## src/rtl/pipe_stage_reg.sv

```systemverilog
// pipe_stage_reg: inter-stage pipeline register for the MIPS core.
// Holds one control bundle and one datapath bundle with a valid bit.
// The stage supports hazard stall/flush and downstream back-pressure.
// With SKID=1 a one-entry skid buffer lets ready_o be registered.
// Two saturating counters record stall and flush events for debug.
module pipe_stage_reg #(
  parameter int CTRL_W = 8,
  parameter int DATA_W = 128,
  parameter int SKID   = 1,
  parameter int CNT_W  = 16
) (
  input  logic              clk,
  input  logic              rst,
  input  logic              valid_i,
  output logic              ready_o,
  input  logic [CTRL_W-1:0] ctrl_i,
  input  logic [DATA_W-1:0] data_i,
  input  logic              stall_i,
  input  logic              flush_i,
  output logic              valid_o,
  input  logic              ready_i,
  output logic [CTRL_W-1:0] ctrl_o,
  output logic [DATA_W-1:0] data_o,
  output logic [CNT_W-1:0]  stall_cnt,
  output logic [CNT_W-1:0]  flush_cnt
);

  localparam logic [CNT_W-1:0] CNT_MAX = {CNT_W{1'b1}};
  localparam logic [CNT_W-1:0] CNT_ONE = {{(CNT_W-1){1'b0}}, 1'b1};

  logic              valid_r;
  logic [CTRL_W-1:0] ctrl_r;
  logic [DATA_W-1:0] data_r;
  logic [CNT_W-1:0]  stall_cnt_r;
  logic [CNT_W-1:0]  flush_cnt_r;
  logic              ready_s;
  logic              skid_valid_s;
  logic              stall_ev_s;
  logic              flush_ev_s;

  // A flush takes priority over a stall, so a cycle with both counts only as a flush.
  assign stall_ev_s = stall_i & valid_r & ~flush_i;
  assign flush_ev_s = flush_i & (valid_r | skid_valid_s);

  // Saturating stall/flush event counters, cleared only by reset.
  always_ff @(posedge clk) begin
    if (rst) begin
      stall_cnt_r <= {CNT_W{1'b0}};
      flush_cnt_r <= {CNT_W{1'b0}};
    end else begin
      if (stall_ev_s && (stall_cnt_r != CNT_MAX)) begin
        stall_cnt_r <= stall_cnt_r + CNT_ONE;
      end
      if (flush_ev_s && (flush_cnt_r != CNT_MAX)) begin
        flush_cnt_r <= flush_cnt_r + CNT_ONE;
      end
    end
  end

  if (SKID != 0) begin : g_skid
    localparam logic [1:0] ST_EMPTY     = 2'd0;
    localparam logic [1:0] ST_LOADED    = 2'd1;
    localparam logic [1:0] ST_FULL_SKID = 2'd2;

    logic [1:0]        state_r;
    logic [1:0]        state_nxt_s;
    logic              ready_r;
    logic              in_xfer_s;
    logic              out_xfer_s;
    logic [CTRL_W-1:0] skid_ctrl_r;
    logic [DATA_W-1:0] skid_data_r;

    assign ready_s      = ready_r;
    assign skid_valid_s = (state_r == ST_FULL_SKID);
    assign in_xfer_s    = valid_i & ready_r;
    assign out_xfer_s   = valid_r & ready_i & ~stall_i;

    // Occupancy FSM next state; a stall only blocks the output side, so a
    // beat offered while LOADED and stalled lands in the skid entry.
    always_comb begin
      state_nxt_s = state_r;
      if (flush_i) begin
        state_nxt_s = ST_EMPTY;
      end else begin
        case (state_r)
          ST_EMPTY: begin
            if (in_xfer_s) begin
              state_nxt_s = ST_LOADED;
            end else begin
              state_nxt_s = ST_EMPTY;
            end
          end
          ST_LOADED: begin
            if (out_xfer_s && !in_xfer_s) begin
              state_nxt_s = ST_EMPTY;
            end else if (!out_xfer_s && in_xfer_s) begin
              state_nxt_s = ST_FULL_SKID;
            end else begin
              state_nxt_s = ST_LOADED;
            end
          end
          ST_FULL_SKID: begin
            if (out_xfer_s) begin
              state_nxt_s = ST_LOADED;
            end else begin
              state_nxt_s = ST_FULL_SKID;
            end
          end
          default: begin
            state_nxt_s = ST_EMPTY;
          end
        endcase
      end
    end

    // State, registered ready and main/skid data movement.
    always_ff @(posedge clk) begin
      if (rst) begin
        state_r     <= ST_EMPTY;
        ready_r     <= 1'b0;
        valid_r     <= 1'b0;
        ctrl_r      <= {CTRL_W{1'b0}};
        data_r      <= {DATA_W{1'b0}};
        skid_ctrl_r <= {CTRL_W{1'b0}};
        skid_data_r <= {DATA_W{1'b0}};
      end else begin
        state_r <= state_nxt_s;
        ready_r <= (state_nxt_s != ST_FULL_SKID);
        if (flush_i) begin
          // Bubble: all-zero control keeps RegWrite/MemWrite inactive.
          valid_r     <= 1'b0;
          ctrl_r      <= {CTRL_W{1'b0}};
          data_r      <= {DATA_W{1'b0}};
          skid_ctrl_r <= {CTRL_W{1'b0}};
          skid_data_r <= {DATA_W{1'b0}};
        end else begin
          case (state_r)
            ST_EMPTY: begin
              if (in_xfer_s) begin
                valid_r <= 1'b1;
                ctrl_r  <= ctrl_i;
                data_r  <= data_i;
              end
            end
            ST_LOADED: begin
              if (in_xfer_s && out_xfer_s) begin
                ctrl_r <= ctrl_i;
                data_r <= data_i;
              end else if (out_xfer_s) begin
                valid_r <= 1'b0;
              end else if (in_xfer_s) begin
                skid_ctrl_r <= ctrl_i;
                skid_data_r <= data_i;
              end
            end
            ST_FULL_SKID: begin
              if (out_xfer_s) begin
                ctrl_r <= skid_ctrl_r;
                data_r <= skid_data_r;
              end
            end
            default: begin
              valid_r <= 1'b0;
            end
          endcase
        end
      end
    end
  end else begin : g_noskid
    // Without a skid entry the stage can only accept when its single slot
    // is free or draining this cycle, so ready is combinational.
    assign ready_s      = ~rst & ~stall_i & (~valid_r | ready_i);
    assign skid_valid_s = 1'b0;

    // Single main register: flush clears, stall holds, otherwise load on ready.
    always_ff @(posedge clk) begin
      if (rst) begin
        valid_r <= 1'b0;
        ctrl_r  <= {CTRL_W{1'b0}};
        data_r  <= {DATA_W{1'b0}};
      end else if (flush_i) begin
        valid_r <= 1'b0;
        ctrl_r  <= {CTRL_W{1'b0}};
        data_r  <= {DATA_W{1'b0}};
      end else if (ready_s) begin
        valid_r <= valid_i;
        ctrl_r  <= ctrl_i;
        data_r  <= data_i;
      end
    end
  end

  assign ready_o   = ready_s;
  assign valid_o   = valid_r;
  assign ctrl_o    = ctrl_r;
  assign data_o    = data_r;
  assign stall_cnt = stall_cnt_r;
  assign flush_cnt = flush_cnt_r;

endmodule

```

## config.mk

```make
export PLATFORM = sky130hd
export DESIGN_NAME = pipe_stage_reg
export DESIGN_NICKNAME = d
export VERILOG_FILES = /design/src/rtl/pipe_stage_reg.sv
export SDC_FILE = /design/constraint.sdc
export NUM_CORES = 1
export LEC_CHECK = 0
export CORE_UTILIZATION = 23
export CTS_CLUSTER_SIZE = 20
export DETAILED_ROUTE_END_ITERATION = 16
export PLACE_DENSITY = 0.44
export RECOVER_POWER = 100
export REMOVE_ABC_BUFFERS = 1
export SYNTH_ARGS = -nofsm -noshare
export SYNTH_HDL_FRONTEND = slang
export SYNTH_SLANG_ARGS = --single-unit
```

## constraint.sdc

```tcl
create_clock -name clk -period 3.4 [get_ports clk]
set_input_delay 1.02 -clock clk [delete_from_list [all_inputs] [get_ports clk]]
set_output_delay 1.02 -clock clk [all_outputs]
set_load 0.02 [all_outputs]
```

==> run_results.csv <==
group,metric,value,unit
sta,min_period,3.012,ns
cts,postCtsSetupRepairBufs,0,
die,ios,312,
cts,clkTransAtPathRegs,0.05,ns
min_path,hold_class,"reg -> reg",
layout,antenna_cells,0,
drt,vias_per_cell,4.544,
yosys,avgSynthCellArea,8.857,sq um
yosys,synth_cell_types,49,
worst_setup_path,path_class,"in -> reg",
sta,rsz0062_at_grt,"no",
power_and_ir_drop,max-vdd-ir-drop,261.4,uV
drt,drc_errors,0,
placed_design,dpl_worst_slack,0.1420,ns
yosys,ys_top_cells_by_area,"dfxtp_1 49%, mux2i_1 11%, nand2_1 8.4%, a211oi_1 7.1%, a21oi_1 6.4%",
sta,hold_viol,0,
sta,slew_violations,0,
power_and_ir_drop,clkPwrFrac,47.7,%
yosys,seq_area_frac_synth,49.03,%
drt,wl,38580,um
die,initial_core_util,23.33,%
worst_setup_path,end_kind,"flop",
layout,nFillCells,5534,
yosys,synth_top_cell_area_share,49.03,%
drt,antenna_left,0,
cts,clk-insertion-delay-late,0.54,ns
yosys,synthesis.area,12580,sq um
cts,clock-sinks,308,
sta,worst_slew_pin_slew,1.320,ns
power_and_ir_drop,leakagePower,7.128,nW
placed_design,port_buffers,311,
die,placementRows,85,
cts,cts-resized-gates,0,
sta,fmax,332.0,MHz
yosys,ys.flop_type,"dfxtp_1",
run,maxCapViolations,0,
sta,min_period_over_period,88.59,%
power_and_ir_drop,internal_power,6.452,mW
sta,finalSetupTns,0,ns
placed_design,dpl.hpwl,24560,um
cts,cts_made_buffers,39,
drt,wire_per_inst,16.02,um
sta,setup_viol,0,
die,die_y,235.8,um
grt,grt_pass1_vias,10408,
cts,tritoncts,"done",
sta,slew_headroom,11.17,%
power_and_ir_drop,combPwrFrac,8.5,%
grt,grt_pass1_wl,59910,um
worst_setup_path,cp-start-kind,"input pin",
drt,drt-pass1-iter-count,4,
cts,root_buffer,"clkbuf_16",
die,die_w,235.8,um
cts,clockBufferDepth,3,
worst_setup_path,worst_ep_arrival_time,3.38,ns
power_and_ir_drop,p_sw,2.016,mW
power_and_ir_drop,power_density,482.5,nW/um^2
layout,multi_input_area,5829,sq um
die,die_area,55620,sq um
layout,nNetsFinal,1829,
sta,clock_skew,0.008193,ns
yosys,ys_ff_latch,308,
yosys,async_flop_share,0,%
yosys,syn_inst,1420,
layout,drive_above_1_share,6.130,%
yosys,synth_edf_count,0,
worst_setup_path,required,3.77,ns
sta,fin_ws,0.3880,ns
worst_setup_path,path_max_fanout,76,
yosys,synth_top_area_cell,"dfxtp_1",
outcome,status,"completed",
layout,area_growth,39.54,%
grt,grt-ovfl-total,0,
drt,drtIter0Drc,508,
cts,htree_levels,2,
placed_design,place.gp.congestion,0.7271,
yosys,synth_warnings,0,
drt,vias,10947,
die,core_area,53920,sq um
grt,antenna_found_initial,2,
power_and_ir_drop,switching_share,23.81,%
grt,track_usage,13.45,%
power_and_ir_drop,power_frac_seq,43.8,%
grt,grt_max_degree,146,
cts,ctsHoldBuffers,0,
layout,regArea,6166,sq um
[cells in the mapped netlist (7+ instances only)]
library cell  instances
nand3_1               9
nand4_1              10
dfxtp_1             308
a21oi_1             160
a211oi_1            119
clkbuf_1             61
buf_1                 7
o21ai_0               8
or4_1                16
mux2i_1             137
o31ai_1              14
nand2_1             282
nor3_1                7
buf_2                35
nor2_1              151
a211oi_2             18
buf_6                 8
[worst max-delay path: stages]
cell	delay (ns)
dlygate4sd3_1	0.58
and3b_1	0.21
ha_1	0.26
or4_1	0.59
buf_4	0.41
nand2_1	0.18
a21oi_1	0.07
[per-layer routing]
metal  vias up  GRT usage, %  part of all wire, %
met5         -             0                0.067
met4         4         3.525                  1.8
met3        47         4.096                  5.8
met2       240         21.56                   46
met1      5130         17.44                   46
li1       5526             -                    -
[cells by family after synthesis]
group / count (synthesis) / share of synthesized area [%]
and+or+nand+nor: 515 / 17.51
AOI/OAI and AO/OA: 333 / 17.36
DFF: 308 / 49.03
muxes: 140 / 11.17
buffers and inverters: 119 / 4.467
adders and majority gates: 4 / 0.3979
xor gates and xnor gates: 1 / 0.06965
[registers in the layout (all words and copies together) (netlist names)]
| name | count |
|---|---|
| g_skid.skid_ctrl_r | 8 |
| flush_cnt | 16 |
| stall_cnt | 16 |
| data_o | 128 |
| g_skid.skid_data_r | 128 |
| valid_o | 1 |
| ready_o | 1 |
| ctrl_o | 8 |
| g_skid.state_r | 2 |
[path summary, 6_finish.rpt]
check,startpoint,end,slack (ns),cells after the start
min,g_skid.skid_ctrl_r[5],g_skid.skid_ctrl_r[5],0.45,2
min reg2reg,g_skid.skid_ctrl_r[5],g_skid.skid_ctrl_r[5],0.45,2
max reg2reg,stall_cnt[1],stall_cnt[2],0.96,5
max,stall_i,g_skid.skid_data_r[49],0.39,7
[power by group through the flow]
stage / logic [mW] / registers (mW) / clock network (mW)
2_1_floorplan: 0.302 / 3.86 / 0
3_3_place_gp: 0.757 / 3.79 / 0
3_5_place_dp: 0.760 / 3.79 / 0
4_1_cts: 0.763 / 3.72 / 4.23
5_1_grt: 0.786 / 3.72 / 4.38
6_report: 0.720 / 3.71 / 4.04
[final cells by class]
| class | instances | area share, % |
|---|---|---|
| clock buffer | 58 | 6.195 |
| clock inverter | 13 | 0.8769 |
| inverter | 5 | 0.1069 |
| multi-input combinational | 993 | 33.21 |
| sequential | 308 | 35.13 |
| tap | 696 | 4.962 |
| timing repair buffer | 336 | 19.51 |
[layout by cell type, fill, tap and decap left out, drive strengths merged, types with 5 or more instances in the layout]
cell | netlist | layout
dlygate4sd3 | 0 | 172
nor4 | 5 | 5
mux2i | 137 | 137
o21ai | 9 | 9
a211oi | 137 | 137
nand2 | 282 | 282
or4 | 17 | 17
a21oi | 160 | 160
nor3 | 7 | 7
o31ai | 14 | 14
clkdlybuf4s50 | 0 | 139
nand4 | 11 | 11
clkbuf | 61 | 64
clkinv | 0 | 6
dfxtp | 308 | 308
nor2 | 151 | 151
nor2b | 6 | 6
or2 | 5 | 5
buf | 53 | 19
nand3 | 9 | 9
inv | 5 | 8
[metrics by stage]
stage / total power [mW] / util [%] / hold slack, ns / cell area (sq um) / instances
2_1_floorplan: 4.158 / - / 0.4357 / 12030 / 1306
3_3_place_gp: 4.550 / 30.44 / 0.4405 / 16410 / 2338
3_5_place_dp: 4.555 / 30.44 / 0.4458 / 16410 / 2338
4_1_cts: 8.711 / 32.74 / 0.4535 / 17650 / 2409
5_1_grt: 8.883 / 32.55 / 0.4661 / 17550 / 2409
6_report: 8.468 / 32.55 / 0.4501 / 17550 / 2409
Note: power is estimated with default switching activity, not from simulation.
